--- config.mk ---
export PLATFORM = sky130hd
export DESIGN_NAME = dmem_lsu
export DESIGN_NICKNAME = d
export VERILOG_FILES = /design/src/rtl/dmem_lsu.sv
export SDC_FILE = /design/constraint.sdc
export NUM_CORES = 1
export LEC_CHECK = 0
export CELL_PAD_IN_SITES_DETAIL_PLACEMENT = 1
export CELL_PAD_IN_SITES_GLOBAL_PLACEMENT = 1
export CORE_ASPECT_RATIO = 1.5
export CORE_MARGIN = 1.5
export CORE_UTILIZATION = 30
export CTS_BUF_LIST = sky130_fd_sc_hd__clkbuf_2 sky130_fd_sc_hd__clkbuf_4 sky130_fd_sc_hd__clkbuf_8
export CTS_CLUSTER_DIAMETER = 40
export DETAILED_ROUTE_END_ITERATION = 8
export PLACE_DENSITY_LB_ADDON = 0.1
export SKIP_LAST_GASP = 1
export SYNTH_ARGS = -nofsm -noshare
export SYNTH_HDL_FRONTEND = slang
export SYNTH_SLANG_ARGS = --single-unit
--- constraint.sdc ---
create_clock -name i_clk -period 2 [get_ports i_clk]
set_input_delay 0.4 -clock i_clk [delete_from_list [all_inputs] [get_ports i_clk]]
set_output_delay 0.4 -clock i_clk [all_outputs]
set_load 0.02 [all_outputs]
--- src/rtl/dmem_lsu.sv ---
// Load/store unit between the pipeline and a one-cycle-latency data memory port.
// Optional macro LSU_MISALIGN_TRAP_EN turns misaligned half/word accesses into access faults.
//
//  state   | meaning
//  --------+--------------------------------------------------------------
//  IDLE    | ready for a new request
//  ISSUE   | address/size/data driven to memory; write strobe for stores
//  WAIT    | load data returning from memory, captured at exit
//  RESP    | response held until the pipeline takes it
module dmem_lsu #(
    parameter int DMEM_ADDR_WIDTH = 12
) (
    input  logic                       i_clk,
    input  logic                       i_rst_n,
    input  logic                       i_req_valid,
    output logic                       o_req_ready,
    input  logic                       i_req_we,
    input  logic [2:0]                 i_req_funct3,
    input  logic [31:0]                i_req_addr,
    input  logic [31:0]                i_req_wdata,
    output logic                       o_rsp_valid,
    input  logic                       i_rsp_ready,
    output logic [31:0]                o_rsp_rdata,
    output logic                       o_rsp_err,
    output logic [DMEM_ADDR_WIDTH-1:0] o_mem_addr,
    output logic                       o_mem_we,
    output logic [1:0]                 o_mem_size,
    output logic [31:0]                o_mem_din,
    input  logic [31:0]                i_mem_dout
);

    localparam logic [1:0] S_IDLE  = 2'd0;
    localparam logic [1:0] S_ISSUE = 2'd1;
    localparam logic [1:0] S_WAIT  = 2'd2;
    localparam logic [1:0] S_RESP  = 2'd3;

    logic [1:0]                 state;
    logic [1:0]                 state_nxt;
    logic                       req_we_q;
    logic [2:0]                 funct3_q;
    logic [DMEM_ADDR_WIDTH-1:0] addr_q;
    logic [31:0]                wdata_q;
    logic [31:0]                rdata_q;
    logic                       err_q;

    logic accept;
    logic addr_oob;
    logic funct3_bad;
    logic store_bad;
    logic misalign;
    logic illegal;

    // The upper-address check vanishes when the memory spans the full 32-bit space.
    if (DMEM_ADDR_WIDTH < 32) begin : g_oob
        assign addr_oob = |i_req_addr[31:DMEM_ADDR_WIDTH];
    end else begin : g_no_oob
        assign addr_oob = 1'b0;
    end

`ifdef LSU_MISALIGN_TRAP_EN
    assign misalign = ((i_req_funct3[1:0] == 2'b01) && i_req_addr[0])
                   || ((i_req_funct3[1:0] == 2'b10) && (i_req_addr[1:0] != 2'b00));
`else
    assign misalign = 1'b0;
`endif

    assign funct3_bad = (i_req_funct3 == 3'b011) || (i_req_funct3 == 3'b110)
                     || (i_req_funct3 == 3'b111);
    assign store_bad  = i_req_we && i_req_funct3[2];
    assign illegal    = funct3_bad || store_bad || addr_oob || misalign;

    // Gated by reset so the port reads not-ready while reset is held.
    assign o_req_ready = (state == S_IDLE) && i_rst_n;
    assign accept      = i_req_valid && o_req_ready;

    function automatic logic [31:0] load_ext(input logic [2:0] f3, input logic [31:0] d);
        logic [31:0] r;
        case (f3)
            3'b000:  r = {{24{d[7]}}, d[7:0]};
            3'b100:  r = {24'd0, d[7:0]};
            3'b001:  r = {{16{d[15]}}, d[15:0]};
            3'b101:  r = {16'd0, d[15:0]};
            default: r = d;
        endcase
        return r;
    endfunction

    always_comb begin
        state_nxt = state;
        case (state)
            S_IDLE: begin
                if (accept) begin
                    state_nxt = illegal ? S_RESP : S_ISSUE;
                end
            end
            S_ISSUE: state_nxt = req_we_q ? S_RESP : S_WAIT;
            S_WAIT:  state_nxt = S_RESP;
            S_RESP: begin
                if (i_rsp_ready) begin
                    state_nxt = S_IDLE;
                end
            end
            default: state_nxt = S_IDLE;
        endcase
    end

    always_ff @(posedge i_clk or negedge i_rst_n) begin
        if (!i_rst_n) begin
            state    <= S_IDLE;
            req_we_q <= 1'b0;
            funct3_q <= 3'd0;
            addr_q   <= '0;
            wdata_q  <= 32'd0;
            rdata_q  <= 32'd0;
            err_q    <= 1'b0;
        end else begin
            state <= state_nxt;
            if (accept) begin
                req_we_q <= i_req_we;
                funct3_q <= i_req_funct3;
                addr_q   <= i_req_addr[DMEM_ADDR_WIDTH-1:0];
                wdata_q  <= i_req_wdata;
                rdata_q  <= 32'd0;
                err_q    <= illegal;
            end
            if (state == S_WAIT) begin
                rdata_q <= load_ext(funct3_q, i_mem_dout);
            end
        end
    end

    // Write strobe decodes straight from state so an async reset drops it at once.
    assign o_mem_we    = (state == S_ISSUE) && req_we_q;
    assign o_mem_addr  = addr_q;
    assign o_mem_size  = funct3_q[1:0];
    assign o_mem_din   = wdata_q;
    assign o_rsp_valid = (state == S_RESP);
    assign o_rsp_rdata = rdata_q;
    assign o_rsp_err   = err_q;

endmodule

==> metrics.md <==
| Metric | Value |
|---|---|
| ANT nets after route | `0` |
| Distinct cells, synth | `31` |
| Final Setup Violations | `0` |
| Crit. End Element | `primary output` |
| DR vias | `2914` |
| Commonest non-fill, non-tap cell in the layout | `clkdlybuf4s50_1` |
| Die area | `12370 um^2` |
| Max-slew violations | `0` |
| TritonCTS Buffers | `9` |
| FF-to-FF Start | `state[1]` |
| Post-synthesis cell count | `288` |
| Area contributors post-synth | `dfrtp_1 (59%), mux2_2 (12%), o21ai_0 (5.8%)` |
| Synth Area in Adders | `0.01783` |
| Top delay family on crit path | `buffers and inverters` |
| CP Max Fanout | `5` |
| Post-synthesis simple-gate area fraction | `0.1062` |
| Initial Util | `0.3060` |
| Via density | `4.603` |
| Area leader, netlist | `dfrtp_1` |
| Tcrit/Tclk final | `0.9535` |
| Worst r2r dst | `funct3_q[0]` |
| Leak | `2.452 nW` |
| Grt total ovfl | `0` |
| Clock Path Buffers | `2` |
| Multi-input logic area | `1333 um^2` |
| Achievable Freq | `0.5244 GHz` |
| Power, Total | `8.903 mW` |
| Final nets | `587` |
| Worst setup path category | `reg -> out` |
| Initial antenna violation count | `0` |
| CP startpoint kind | `register` |
| Final Hold Vio Count | `0` |
| Area Growth Syn to Fin | `65.20%` |
| Std-Cell Rows | `48` |
| Status | `complete, no violations` |
| DR WL/cell | `15.84 um` |
| Syn nets | `397` |
| Sequential share of the synthesized area | `0.5918` |
| P per Cell Area | `1536 nW/um^2` |
| Setup ws final | `0.09299 ns` |
| Buf/Inv on CP | `1` |
| CTS clock-pin slew for the worst setup and hold paths | `0.09 ns` |
| # H-tree levels | `3` |
| GP Congestion | `0.7184` |
| Layout cells sized above 1 | `0.1532` |
| Worst-Margin Slew | `0.5797 ns` |
| CTS Sinks | `83` |
| Die height | `135.5 um` |
| Max_slew headroom | `0.6136` |
| Worst Reg-to-Reg Cells | `6` |
| Synth Area in Compound Gates | `0.09447` |
| Most frequent cells in the layout | `clkdlybuf4s50_1 (181), dfrtp_1 (83), nand2_1 (42)` |
| TritonRoute pass-1 iters | `4` |
| DIE WIDTH | `91.31 um` |
| Critical Path AT | `1.51 ns` |
| Residual DRC | `0` |
| Buffers on Ports | `185` |
| Reg area | `2077 um^2` |
| Cts repair resizes | `2` |
| Yosys warns | `0` |
| Root Buffer Master | `clkbuf_8` |
| Total track usage | `0.1710` |
| Peak supply drop | `0.5761 mV` |
| Ys async rst share | `1.000` |
| Post-synthesis mux area share | `0.1590` |
| Fillers | `1212` |
| CP required | `1.60 ns` |
| Largest net degree at the start of global routing | `47` |
| XOR/XNOR Fraction of Synth Area | `0` |
| Fin crit period | `1.907 ns` |
| Routed Wire Length | `10020 um` |
| Number of diodes | `0` |
| IO Pins | `186` |
| Mean Syn Cell Area | `12.19 um^2` |
| Number of enable flip-flop cells after synthesis | `0` |
| Dpl ws | `0.06954 ns` |
| # Max-Cap Violations | `0` |
| CTS tree | `done` |
| Max stage delay on crit path | `0.66 ns` |
| Flip-flop and latch count after synthesis | `83` |
| CP max stage cell | `clkdlybuf4s50_1` |
| Largest family of logic cells by synthesized area | `multiplexers` |
| Vias in the first global route | `3164` |
| Clock insertion delay at the later pin of the skew report | `0.36 ns` |
| Reg-to-reg setup timing slack | `0.35 ns` |
| Core area | `11470 um^2` |
| Post-Syn Area | `3510 um^2` |
| DPL Wire Length | `7563 um` |
| # hold bufs at CTS | `0` |
| Global-route wire length before repair | `16340 um` |
| Layout Skew | `0.008924 ns` |
| Synth top area share | `0.5918` |
| Final Util | `0.5055` |
| RSZ-0062 raised after global routing | `false` |
| DRT iter0 DRCs | `84` |
| Post-CTS Setup Bufs | `0` |
| HP Class | `in -> async` |
| Worst-path cell chain | `clkdlybuf4s50_1` |
| Primary FF master, synth | `dfrtp_1` |
==> area by class of cell <==
cell class,count,area share
flip-flops and latches,83,0.3582
well taps,150,0.03237
multi-input cells,185,0.2298
repair buffers,197,0.3397
clock buffers,9,0.02136
inverters,2,0.001295
clock inverters,7,0.01726
==> how the worst max path moves through the flow <==
stage / cells past startpoint / endpoint / from / slack (ns)
finish: 1 / o_mem_size[0] / funct3_q[0] / 0.09
CTS: 4 / o_req_ready / state[1] / -0.07
global route: 4 / o_req_ready / state[1] / 0.02
detailed placement: 4 / o_req_ready / state[1] / 0.07
global placement: 4 / o_req_ready / state[1] / 0.14
floorplan: 7 / o_rsp_rdata[21] / state[0] / 0.39
==> logic make-up (layout without fill, tap and decap cells) <==
family,count (synthesis),after routing
simple gates,74,74
compound gates,57,57
fa+ha+maj,5,5
mux,49,49
flops,83,83
buf+inv,20,215
==> per-stage QoR <==
step	cells	TNS [ns]	hold WS, ns	instance area (um^2)
floorplan	288	0	0.1044	3510
global route	633	0	0.1654	5798
detailed placement	617	0	0.4692	5582
global placement	617	0	0.4626	5582
CTS	633	-0.06849	0.1668	5803
finish	633	0	0.1499	5798
==> Yosys cell counts, types with 2 or more instances <==
library cell / instances
ha_1: 5
mux2_4: 2
mux2_1: 10
o21ai_1: 2
o21a_1: 8
buf_6: 2
clkbuf_1: 6
o21ai_0: 41
o211ai_1: 2
nor4_1: 5
buf_2: 7
nor2_1: 2
nand2_1: 42
nor2b_1: 17
and2_1: 2
buf_4: 2
inv_1: 2
mux2_2: 36
dfrtp_1: 83
==> sequential cells by signal, indices dropped and copies added (netlist names) <==
register / count
funct3_q: 3
req_we_q: 1
o_mem_din: 32
o_rsp_rdata: 32
state: 2
o_rsp_err: 1
o_mem_addr: 12
==> layer usage <==
metal | track usage | share of wire | vias to the layer above
met5 | 0 | 0 | -
met4 | 0.05469 | 0.013 | 0
met3 | 0.05387 | 0.064 | 8
met2 | 0.3080 | 0.54 | 103
met1 | 0.1900 | 0.38 | 1438
li1 | - | - | 1365
==> where the power goes <==
group          switching (mW)  leakage (nW)  internal [mW]
Sequential              0.448          1.02           2.50
Combinational            2.27          1.32           2.34
Clock                   0.642         0.114          0.712
Note: power is estimated with default switching activity, not from simulation.
